$ cat config.mk
export PLATFORM = sky130hd
export DESIGN_NAME = serial_subtractor_flat
export DESIGN_NICKNAME = d
export VERILOG_FILES = /design/src/rtl/serial_subtractor_if.sv /design/src/rtl/serial_subtractor.sv /design/src/flat_wrapper.sv
export SDC_FILE = /design/constraint.sdc
export NUM_CORES = 1
export LEC_CHECK = 0
export CAP_MARGIN = 20
export CORE_MARGIN = 4
export CORE_UTILIZATION = 45
export DETAILED_ROUTE_END_ITERATION = 10
export GPL_TIMING_DRIVEN = 1
export PLACE_DENSITY = 0.69
export SYNTH_ARGS = -nofsm -noshare
export SYNTH_HDL_FRONTEND = slang
export SYNTH_SLANG_ARGS = --single-unit
$ cat constraint.sdc
create_clock -name clk -period 1.8 [get_ports clk]
set_input_delay 0.36 -clock clk [delete_from_list [all_inputs] [get_ports clk]]
set_output_delay 0.36 -clock clk [all_outputs]
set_load 0.02 [all_outputs]
$ cat src/rtl/serial_subtractor_if.sv
// Operand/result bundle for the bit-serial subtractor; the master issues start/a/b
// and the slave returns busy/done and the registered result flags.
interface serial_subtractor_if #(
  parameter int WIDTH = 8
);
  logic             start;
  logic [WIDTH-1:0] a;
  logic [WIDTH-1:0] b;
  logic             busy;
  logic             done;
  logic [WIDTH-1:0] diff;
  logic             borrow;
  logic             zero;

  modport master (
    output start, a, b,
    input  busy, done, diff, borrow, zero
  );

  modport slave (
    input  start, a, b,
    output busy, done, diff, borrow, zero
  );
endinterface

$ cat src/rtl/serial_subtractor.sv
// Bit-serial unsigned a-b, LSB first; done pulses WIDTH cycles after the accepting edge.
// No backpressure: start is only honoured in IDLE, one operation per WIDTH+2 cycles.
module serial_subtractor #(
  parameter int WIDTH = 8
) (
  input  logic                clk,
  input  logic                rst_n,
  serial_subtractor_if.slave  sif
);

  localparam int CW = $clog2(WIDTH + 1);

  localparam logic [1:0] IDLE  = 2'd0;
  localparam logic [1:0] SHIFT = 2'd1;
  localparam logic [1:0] DONE  = 2'd2;

  logic [1:0]       state;
  logic [CW-1:0]    cnt;
  logic [WIDTH-1:0] sa;
  logic [WIDTH-1:0] sb;
  logic [WIDTH-1:0] res;
  logic             br;
  logic [WIDTH-1:0] diff_q;
  logic             borrow_q;
  logic             zero_q;

  logic             d;
  logic             br_nxt;
  logic [WIDTH-1:0] res_nxt;
  logic             last_bit;

  // Full-subtractor on the current LSBs; result bits enter at the MSB so the
  // first-processed bit ends up at position 0 after WIDTH shifts.
  always_comb begin
    d        = sa[0] ^ sb[0] ^ br;
    br_nxt   = (~sa[0] & sb[0]) | (~(sa[0] ^ sb[0]) & br);
    res_nxt  = {d, res[WIDTH-1:1]};
    last_bit = (cnt == CW'(WIDTH - 1));
  end

  always_ff @(posedge clk or negedge rst_n) begin
    if (!rst_n) begin
      state    <= IDLE;
      cnt      <= '0;
      sa       <= '0;
      sb       <= '0;
      res      <= '0;
      br       <= 1'b0;
      diff_q   <= '0;
      borrow_q <= 1'b0;
      zero_q   <= 1'b0;
    end else begin
      case (state)
        IDLE: begin
          if (sif.start) begin
            sa    <= sif.a;
            sb    <= sif.b;
            br    <= 1'b0;
            cnt   <= '0;
            state <= SHIFT;
          end
        end
        SHIFT: begin
          sa  <= sa >> 1;
          sb  <= sb >> 1;
          br  <= br_nxt;
          res <= res_nxt;
          cnt <= cnt + CW'(1);
          if (last_bit) begin
            diff_q   <= res_nxt;
            borrow_q <= br_nxt;
            zero_q   <= (res_nxt == '0);
            state    <= DONE;
          end
        end
        DONE: begin
          state <= IDLE;
        end
        default: begin
          state <= IDLE;
        end
      endcase
    end
  end

  assign sif.busy   = (state == SHIFT) || (state == DONE);
  assign sif.done   = (state == DONE);
  assign sif.diff   = diff_q;
  assign sif.borrow = borrow_q;
  assign sif.zero   = zero_q;

endmodule

$ cat src/flat_wrapper.sv
// flat-port wrapper written by rule: the top's interface ports become plain ports
module serial_subtractor_flat 
#(
  parameter int WIDTH = 8
)
  (clk, rst_n, sif_start, sif_a, sif_b, sif_busy, sif_done, sif_diff, sif_borrow, sif_zero);
  serial_subtractor_if #(.WIDTH(WIDTH)) sif_i ();
  input  logic clk;
  input  logic rst_n;
  input wire logic [$bits(sif_i.start)-1:0] sif_start;
  input wire logic [$bits(sif_i.a)-1:0] sif_a;
  input wire logic [$bits(sif_i.b)-1:0] sif_b;
  output wire logic [$bits(sif_i.busy)-1:0] sif_busy;
  output wire logic [$bits(sif_i.done)-1:0] sif_done;
  output wire logic [$bits(sif_i.diff)-1:0] sif_diff;
  output wire logic [$bits(sif_i.borrow)-1:0] sif_borrow;
  output wire logic [$bits(sif_i.zero)-1:0] sif_zero;
  assign sif_i.start = sif_start;
  assign sif_i.a = sif_a;
  assign sif_i.b = sif_b;
  assign sif_busy = sif_i.busy;
  assign sif_done = sif_i.done;
  assign sif_diff = sif_i.diff;
  assign sif_borrow = sif_i.borrow;
  assign sif_zero = sif_i.zero;
  serial_subtractor #(.WIDTH(WIDTH)) u_core (.clk(clk), .rst_n(rst_n), .sif(sif_i));
endmodule
==> Word level (Yosys, flattened, before mapping) <==
Cells that the tools add are included.
{ "totals": {"regBits": 41} }
{ "classes": {"n_addsub": 1, "n_eq_ne": 5, "n_mux": 11, "bitwise_logic": 7, "reduce_logical": 7} }
{ "ops": {"columns": ["op", "count"], "rows": [
  ["case mux 8 bit (2 select lines)", 2],
  ["2-to-1 mux 8 bit", 2],
  ["logical NOT 8 bit", 1],
  ["case mux 4 bit (2 select lines)", 1],
  ["AND reduction 2 bit", 3],
  ["adder 4 x 1 -> 4 bit, second input constant", 1],
  ["== test 4 x 3 -> 1 bit, second input constant", 1],
  ["2-to-1 mux 2 bit", 2],
  ["2-to-1 mux 4 bit", 1],
  ["case mux 2 bit (2 select lines)", 1],
  ["bitwise AND 1 bit", 2],
  ["== test 2 x 1 -> 1 bit, second input constant", 1],
  ["== test 2 bit, second input constant", 1],
  ["logical NOT 2 bit", 1],
  ["!= test 2 x 1 -> 1 bit, second input constant", 1],
  ["!= test 2 bit, second input constant", 1],
  ["inverter 1 bit", 2],
  ["case mux 1 bit (2 select lines)", 1],
  ["nonzero test 2 bit", 1],
  ["XOR 1 bit", 2],
  ["logical OR 1 bit", 1],
  ["2-to-1 mux 1 bit", 1],
  ["bitwise OR 1 bit", 1]
]} }

==> Depth between registers and ports, before layout <==
Gate-level depths: netlist of the first run.
{ "depth": {"word_depth": 5, "ltp_mapped": 7} }

==> Worst setup path after synthesis of the first run <==
No wires, ideal clock.
{ "synth_timing": {"path_type": "register -> register", "start": "register u_core.state[0]", "end": "register u_core.sb[3]", "setup_ns": 0.083, "arrival_time_ns": 1.333, "required_time_ns": 1.717, "setup_slack_ns": 0.384, "stages_incl_launch_ff": 8, "period_less_slack_ns": 1.416, "cell_sequence": "dfrtp_1 > inv_1 > ha_1 > mux2i_1 > buf_4 > buf_4 > nand2_1 > o21ai_0"} }
{ "synth_between": {"elab_chain_cells": 3} }
{ "synth_rtl": {"columns": ["item", "line", "source"], "rows": [
  ["start: declaration", "serial_subtractor.sv:17", "logic [1:0] state;"],
  ["start signal: assignment", "serial_subtractor.sv:43", "state <= IDLE;"],
  ["start signal: assignment", "serial_subtractor.sv:60", "state <= SHIFT;"],
  ["start signal: assignment", "serial_subtractor.sv:73", "state <= DONE;"],
  ["== test 2 x 1 -> 1 bit / logical NOT 2 bit (equally long branches)", "serial_subtractor.sv:53", "case (state)"],
  ["nonzero test 2 bit (no source line) / != test 2 bit (equally long branches)", null, null],
  ["AND reduction 2 bit (no source line)", null, null],
  ["end signal: assignment", "serial_subtractor.sv:57", "sb <= sif.b;"],
  ["end signal: assignment", "serial_subtractor.sv:65", "sb <= sb >> 1;"],
  ["end: declaration", "serial_subtractor.sv:20", "logic [WIDTH-1:0] sb;"]
]} }
Several ways; a longest one is shown, not always the timed one.
A chain may end at the register's enable or synchronous reset.

==> Worst setup path after layout of the first run <==
{ "layout_timing": {"start": "register u_core.state[0]", "end": "output port sif_busy"} }
{ "layout_between": {"elab_chain_cells": 2} }
{ "layout_rtl": {"columns": ["item", "line", "source"], "rows": [
  ["== test 2 x 1 -> 1 bit / == test 2 bit (equally long branches)", "serial_subtractor.sv:86", "assign sif.busy = (state == SHIFT) || (state == DONE);"],
  ["logical OR 1 bit *", "serial_subtractor.sv:86", null],
  ["end: declaration", "flat_wrapper.sv:13", "output wire logic [$bits(sif_i.busy)-1:0] sif_busy;"]
]} }
Every way passes the cells marked *; elsewhere a longest branch is shown, timed or not.

==> reports/metrics.yaml, run 1 <==
grt_remaining_overflow: 0
grt-busiest-layer: "met2"
cts_hold_buf: 0
swShare_pct: 34.63
max_cap_violations: 0
coreArea_mm2: 0.003799
drt_iter0_drc: 39
critPathMaxFanout: 3
cts_resized: 2
min-delay-path-class: "input port to async pin"
ant_nets: 0
rsz0062_at_grt: "false"
grt_use_met1_pct: 16.47
synth_commonest_cells: "dfrtp_1 (40), nand2_1 (26), mux2i_1 (15)"
synth_top_area_share_pct: 54.95
r2r_start: "u_core.state[0]$_DFFE_PN0P_"
grt_pass1_vias: 1281
regArea_mm2: 0.001001
dp_hpwl_um: 2367
fin_crit_sh_pct: 95.88
synth_ff_type: "dfrtp_1"
slew_headroom_pct: 67.46
multi_input_area_um2: 755.7
dieArea_mm2: 0.005130
max_freq_mhz: 579.4
routed_wl_um: 3177
synth_xor_area_share_pct: 0
synthTopCellsByArea: "dfrtp_1 (55%), mux2i_1 (8.2%), mux2_2 (5.6%)"
cts_tree: "yes"
syn2layout_area_growth_pct: 26.31
power_density_mw_per_mm2: 1683
yosysSeqAreaShare_pct: 54.95
synth_nets: 175
hold_viol: 0
drive_gt1_share_pct: 18.09
switchingPower_uw: 1341
path_clk_slew_ns: 0.07
pin_count: 31
cp-startpoint: "u_core.state[0]$_DFFE_PN0P_"
port_buffers: 30
ys_ff_latch: 40
tns_ns: 0
use_met3_pct: 5.049
drc: 0
setup_viol: 0
dr.pass1.iters: 4
p_int_uw: 2531
cts_setup_buffers: 0
synth_compound_area_share_pct: 8.997
syn_area_mm2: 0.001822
syn_inst: 151
power_uw: 3872
ys_warn_count: 0
p_comb_share_pct: 41.9
track_usage_pct: 14.40
slew_violations: 0
via_per_inst: 5.148
vdd_ir_drop_max_uv: 832.7
critPathLaunchType: "flip-flop"
layout.nets: 211
worstSkewPairLatency_ns: 0.29
status: "finished clean"
numClockSinks: 40
diodes: 0
grt_max_degree: 41
clkPwrFrac_pct: 18.1
h-tree-depth: 2
cts-root-buf: "clkbuf_8"
worst-slew-pin-transition_ns: 0.4881
seqPwrFrac_pct: 40.0
fillers: 315
critical_path_class: "flip-flop to primary output"
fin_ws_ns: 0.07408
cts_buffers: 5
antenna_found_initial: 0
start_util_pct: 47.96
crit_required_ns: 1.44
die_w_um: 71.63
p_leak_uw: 0.001066
syn_area_per_cell_um2: 12.06
synth_fa_ha_area_share_pct: 3.846
synthArstFlopShare_pct: 100.0
yosysTopAreaCell: "dfrtp_1"
fin_crit_ns: 1.726
wl_per_cell_um: 13.46
clk_path_buf_depth: 2
synth_top_family_by_area: "multiplexers"
grt_use_met2_pct: 23.88
grt_pass1_wl_um: 5671
end_kind: "primary output"
synth_cell_types: 28
num_vias: 1215
skew_ns: 0.003193
synth.most_common_cell: "dfrtp_1"
arrival_ns: 1.37
gp_congestion: 0.7481
synthMuxAreaShare_pct: 18.75
synth_edf_count: 0
die_h_um: 71.63
synthSimpleGateAreaFrac_pct: 9.203
num_rows: 22
pre_cts_ws_ns: 0.1096
## state kept, by name, indices dropped and copies added, names as in the netlist
signal,flops
u_core.sa,8
u_core.sb,8
u_core.sif.diff,8
u_core.res,7
u_core.cnt,4
u_core.state,2
u_core.br,1
u_core.sif.borrow,1
u_core.sif.zero,1
## placed cells by master (no fill, tap or decap)
cell	instances
mux2i_1	14
nand2b_1	2
mux2i_4	1
mux2_2	9
clkinv_2	1
nand4b_2	1
a32o_1	1
buf_4	6
o41ai_2	1
and2_1	1
fa_1	1
buf_2	1
nand3b_1	2
clkdlybuf4s50_1	27
nor2_1	1
o21ai_1	12
clkbuf_1	1
dlygate4sd2_1	2
inv_2	1
o21ai_0	8
mux2_4	6
bufinv_16	1
nand2_1	26
buf_12	1
nand3_1	1
inv_1	4
clkbuf_8	5
dfrtp_1	40
ha_1	4
a21oi_1	1
nor4_1	2
a22oi_1	2
o221ai_1	1
a311oi_1	1
## power groups by stage
stage	Combinational, uW	Clock [uW]	Sequential [uW]
2_1_floorplan	1080	0	1600
3_3_place_gp	1590	0	1540
3_5_place_dp	1660	0	1570
4_1_cts	1650	733	1550
5_1_grt	1790	779	1610
6_report	1620	702	1550
## cell families after synthesis
group                    Yosys count
flip-flops                        40
AND/OR/NAND/NOR                   36
multiplexers                      30
AO/OA/AOI/OAI                     27
buffers and inverters             13
adder cells (fa/ha/maj)            5
## final timing paths
check	endpoint	slack (ns)	depth (start not counted)
min in group clk	u_core.sif.borrow$_DFFE_PN0P_	0.48	2
max in group asynchronous	u_core.sb[7]$_DFFE_PN0P_	1.35	2
hold / removal	u_core.sif.diff[3]$_DFFE_PN0P_	0.12	2
setup / recovery	sif_busy	0.07	3
setup reg to reg	u_core.cnt[0]$_DFFE_PN0P_	0.12	6
hold reg to reg	u_core.sif.borrow$_DFFE_PN0P_	0.48	2
## cell type report
cell class	count	area share (%)
repair buffers	37	15.55
clock inverters	2	1.523
multi-input cells	98	32.84
inverters	5	0.8157
flip-flops and latches	40	43.50
clock buffers	6	3.154
well taps	48	2.610
## metrics by stage
stage	instance area, um^2	utilization [%]	hold slack [ns]	std cells
after global placement	2196	57.81	0.4399	228
after CTS	2301	60.57	0.1251	236
after global routing	2301	60.57	0.1521	236
final	2301	60.57	0.1194	236
after floorplan	1822	-	0.06441	151
after detailed placement	2196	57.81	0.4455	228
## worst max-delay path, cell delays in order, from the launching register on
cell,delay (ns)
dfrtp_1,0.40
inv_1,0.12
ha_1,0.24
dlygate4sd2_1,0.32
## metal layers
layer  vias up  wire length [um]
met5         -                 0
met4         0                85
li1        596                 -
met3         8               180
met1       577              1363
met2        34              1548
Power figures use the tool's default switching activity.
==> inputs of run 2 (changes only) <==
Clock period 1.8 ns to 2.15 ns, I/O delays scaled along.
==> reports/metrics.yaml, run 2 (synthesis results as in run 1) <==
power_density_mw_per_mm2: 1449  # was 1683 mW/mm^2
numClockSinks: 40  # unchanged
cts_resized: 0  # was 2
cts-root-buf: "clkbuf_8"  # unchanged
track_usage_pct: 14.21  # was 14.40%
grt_pass1_vias: 1246  # was 1281
power_uw: 3330  # was 3872 uW
crit_path_top_delay_cell: "clkdlybuf4s50_1"  # was dfrtp_1
syn2layout_area_growth_pct: 26.10  # was 26.31%
reg2reg_slack_ns: 0.42  # was 0.12 ns
drc: 0  # unchanged
grt_remaining_overflow: 0  # unchanged
arrival_ns: 1.63  # was 1.37 ns
fillers: 310  # was 315
port_buffers: 30  # unchanged
setup_viol: 0  # unchanged
critPathLaunchType: "flip-flop"  # unchanged
cts_setup_buffers: 0  # unchanged
use_met3_pct: 5.189  # was 5.049%
drive_gt1_share_pct: 17.30  # was 18.09%
wl_per_cell_um: 13.88  # was 13.46 um
dr.pass1.iters: 4  # unchanged
grt_use_met2_pct: 23.98  # was 23.88%
layout_commonest_cell: "dfrtp_1"  # unchanged
holdWs_ns: 0.1891  # was 0.1194 ns
cts_tree: "yes"  # unchanged
rsz0062_at_grt: "false"  # unchanged
clk_path_buf_depth: 2  # unchanged
die_h_um: 71.63  # unchanged
cp_top_family: "buffers and inverters"  # unchanged
grt_use_met1_pct: 16.05  # was 16.47%
vdd_ir_drop_max_uv: 790.3  # was 832.7 uV
critPathBufInv: 2  # unchanged
status: "finished clean"  # unchanged
start_util_pct: 47.96  # unchanged
h-tree-depth: 2  # unchanged
num_rows: 22  # unchanged
p_leak_uw: 0.001054  # was 0.001066 uW
tns_ns: 0  # unchanged
skew_ns: 0.01010  # was 0.003193 ns
fin_crit_ns: 2.063
grt-busiest-layer: "met2"  # unchanged
grt_pass1_wl_um: 5575  # was 5671 um
grt_max_degree: 41  # unchanged
via_per_inst: 5.150  # was 5.148
layout.nets: 209  # was 211
routed_wl_um: 3234  # was 3177 um
hold_viol: 0  # unchanged
coreArea_mm2: 0.003799  # unchanged
crit_required_ns: 1.72  # was 1.44 ns
fin_crit_sh_pct: 95.95
path_clk_slew_ns: 0.08  # was 0.07 ns
drt_iter0_drc: 56  # was 39
max_cap_violations: 0  # unchanged
ant_nets: 0  # unchanged
dieArea_mm2: 0.005130  # unchanged
min-delay-path-class: "input port to async pin"  # unchanged
slew_headroom_pct: 66.65  # was 67.46%
mostFrequentLayoutCells: "dfrtp_1 (40), clkdlybuf4s50_1 (29), nand2_1 (26)"  # was dfrtp_1 (40), clkdlybuf4s50_1 (27), nand2_1 (26)
die_w_um: 71.63  # unchanged
max_freq_mhz: 484.7
cts_hold_buf: 0  # unchanged
slew_violations: 0  # unchanged
cts_buffers: 5  # unchanged
diodes: 0  # unchanged
worst-slew-pin-transition_ns: 0.5003  # was 0.4881 ns
critical_path_class: "flip-flop to primary output"  # unchanged
pin_count: 31  # unchanged
dp_hpwl_um: 2314  # was 2367 um
worst_path_largest_cell_delay_ns: 0.60  # was 0.40 ns
gp_congestion: 0.7346  # was 0.7481
worstSkewPairLatency_ns: 0.30  # was 0.29 ns
critPathMaxFanout: 3  # unchanged
antenna_found_initial: 0  # unchanged
num_vias: 1200  # was 1215
end_kind: "primary output"  # unchanged
crit_chain: "inv_1, ha_1, clkdlybuf4s50_1"  # was inv_1, ha_1, dlygate4sd2_1
## run 2: cell count changes in the layout (fill, tap and decap cells not counted), sizes merged
cell           delta
buf               -2
dlygate4sd2       -2
clkdlybuf4s50     +2
bufinv            +1
clkbuf            -1
clkinv            -1
## run 2: final cells by class
cell class                      instances  area (um^2)  area share (%)
Sequential cell                        40         1001           43.57
Multi-Input combinational cell         98        755.7           32.90
Timing Repair Buffer                   35        332.8           14.49
Clock buffer                            5        68.82           2.996
Clock inverter                          2        60.06           2.614
Tap cell                               48        60.06           2.614
Inverter                                5        18.77          0.8170
## run 2: per-layer routing
layer  up-vias  part of all wire, %
met2        35                   50
met1       571                   43
met5         -                    0
li1        589                    -
met4         0                  1.9
met3         5                  5.5
## run 2: worst paths after layout
check | from | endpoint | depth (start not counted)
setup / recovery | u_core.state[0]$_DFFE_PN0P_ | sif_busy | 3
hold / removal | rst_n | u_core.cnt[2]$_DFFE_PN0P_ | 2
setup reg to reg | u_core.state[1]$_DFFE_PN0P_ | u_core.sif.diff[1]$_DFFE_PN0P_ | 4
hold reg to reg | u_core.br$_DFFE_PN0P_ | u_core.br$_DFFE_PN0P_ | 2
max in group asynchronous | rst_n | u_core.sif.diff[1]$_DFFE_PN0P_ | 2
min in group clk | u_core.br$_DFFE_PN0P_ | u_core.br$_DFFE_PN0P_ | 2
## run 2: report_power, final
part	switching, uW	internal, uW
clock	253	457
combinational	653	668
sequential	219	1080
## run 2: per-stage QoR
step | area [um^2] | utilization (%) | cells | worst slack, ns
floorplan | 1822 | - | 151 | 0.7343
global placement | 2168 | 57.08 | 226 | 0.4366
detailed placement | 2168 | 57.08 | 226 | 0.3969
CTS | 2297 | 60.47 | 233 | 0.06761
global route | 2297 | 60.47 | 233 | 0.04164
finish | 2297 | 60.47 | 233 | 0.08702
==> inputs of run 3 (changes only) <==
Settings changed: ABC_CLOCK_PERIOD_IN_PS set to 2150.
==> results of run 3 <==
Final layout, timing and power as in run 2 (identical DEF).
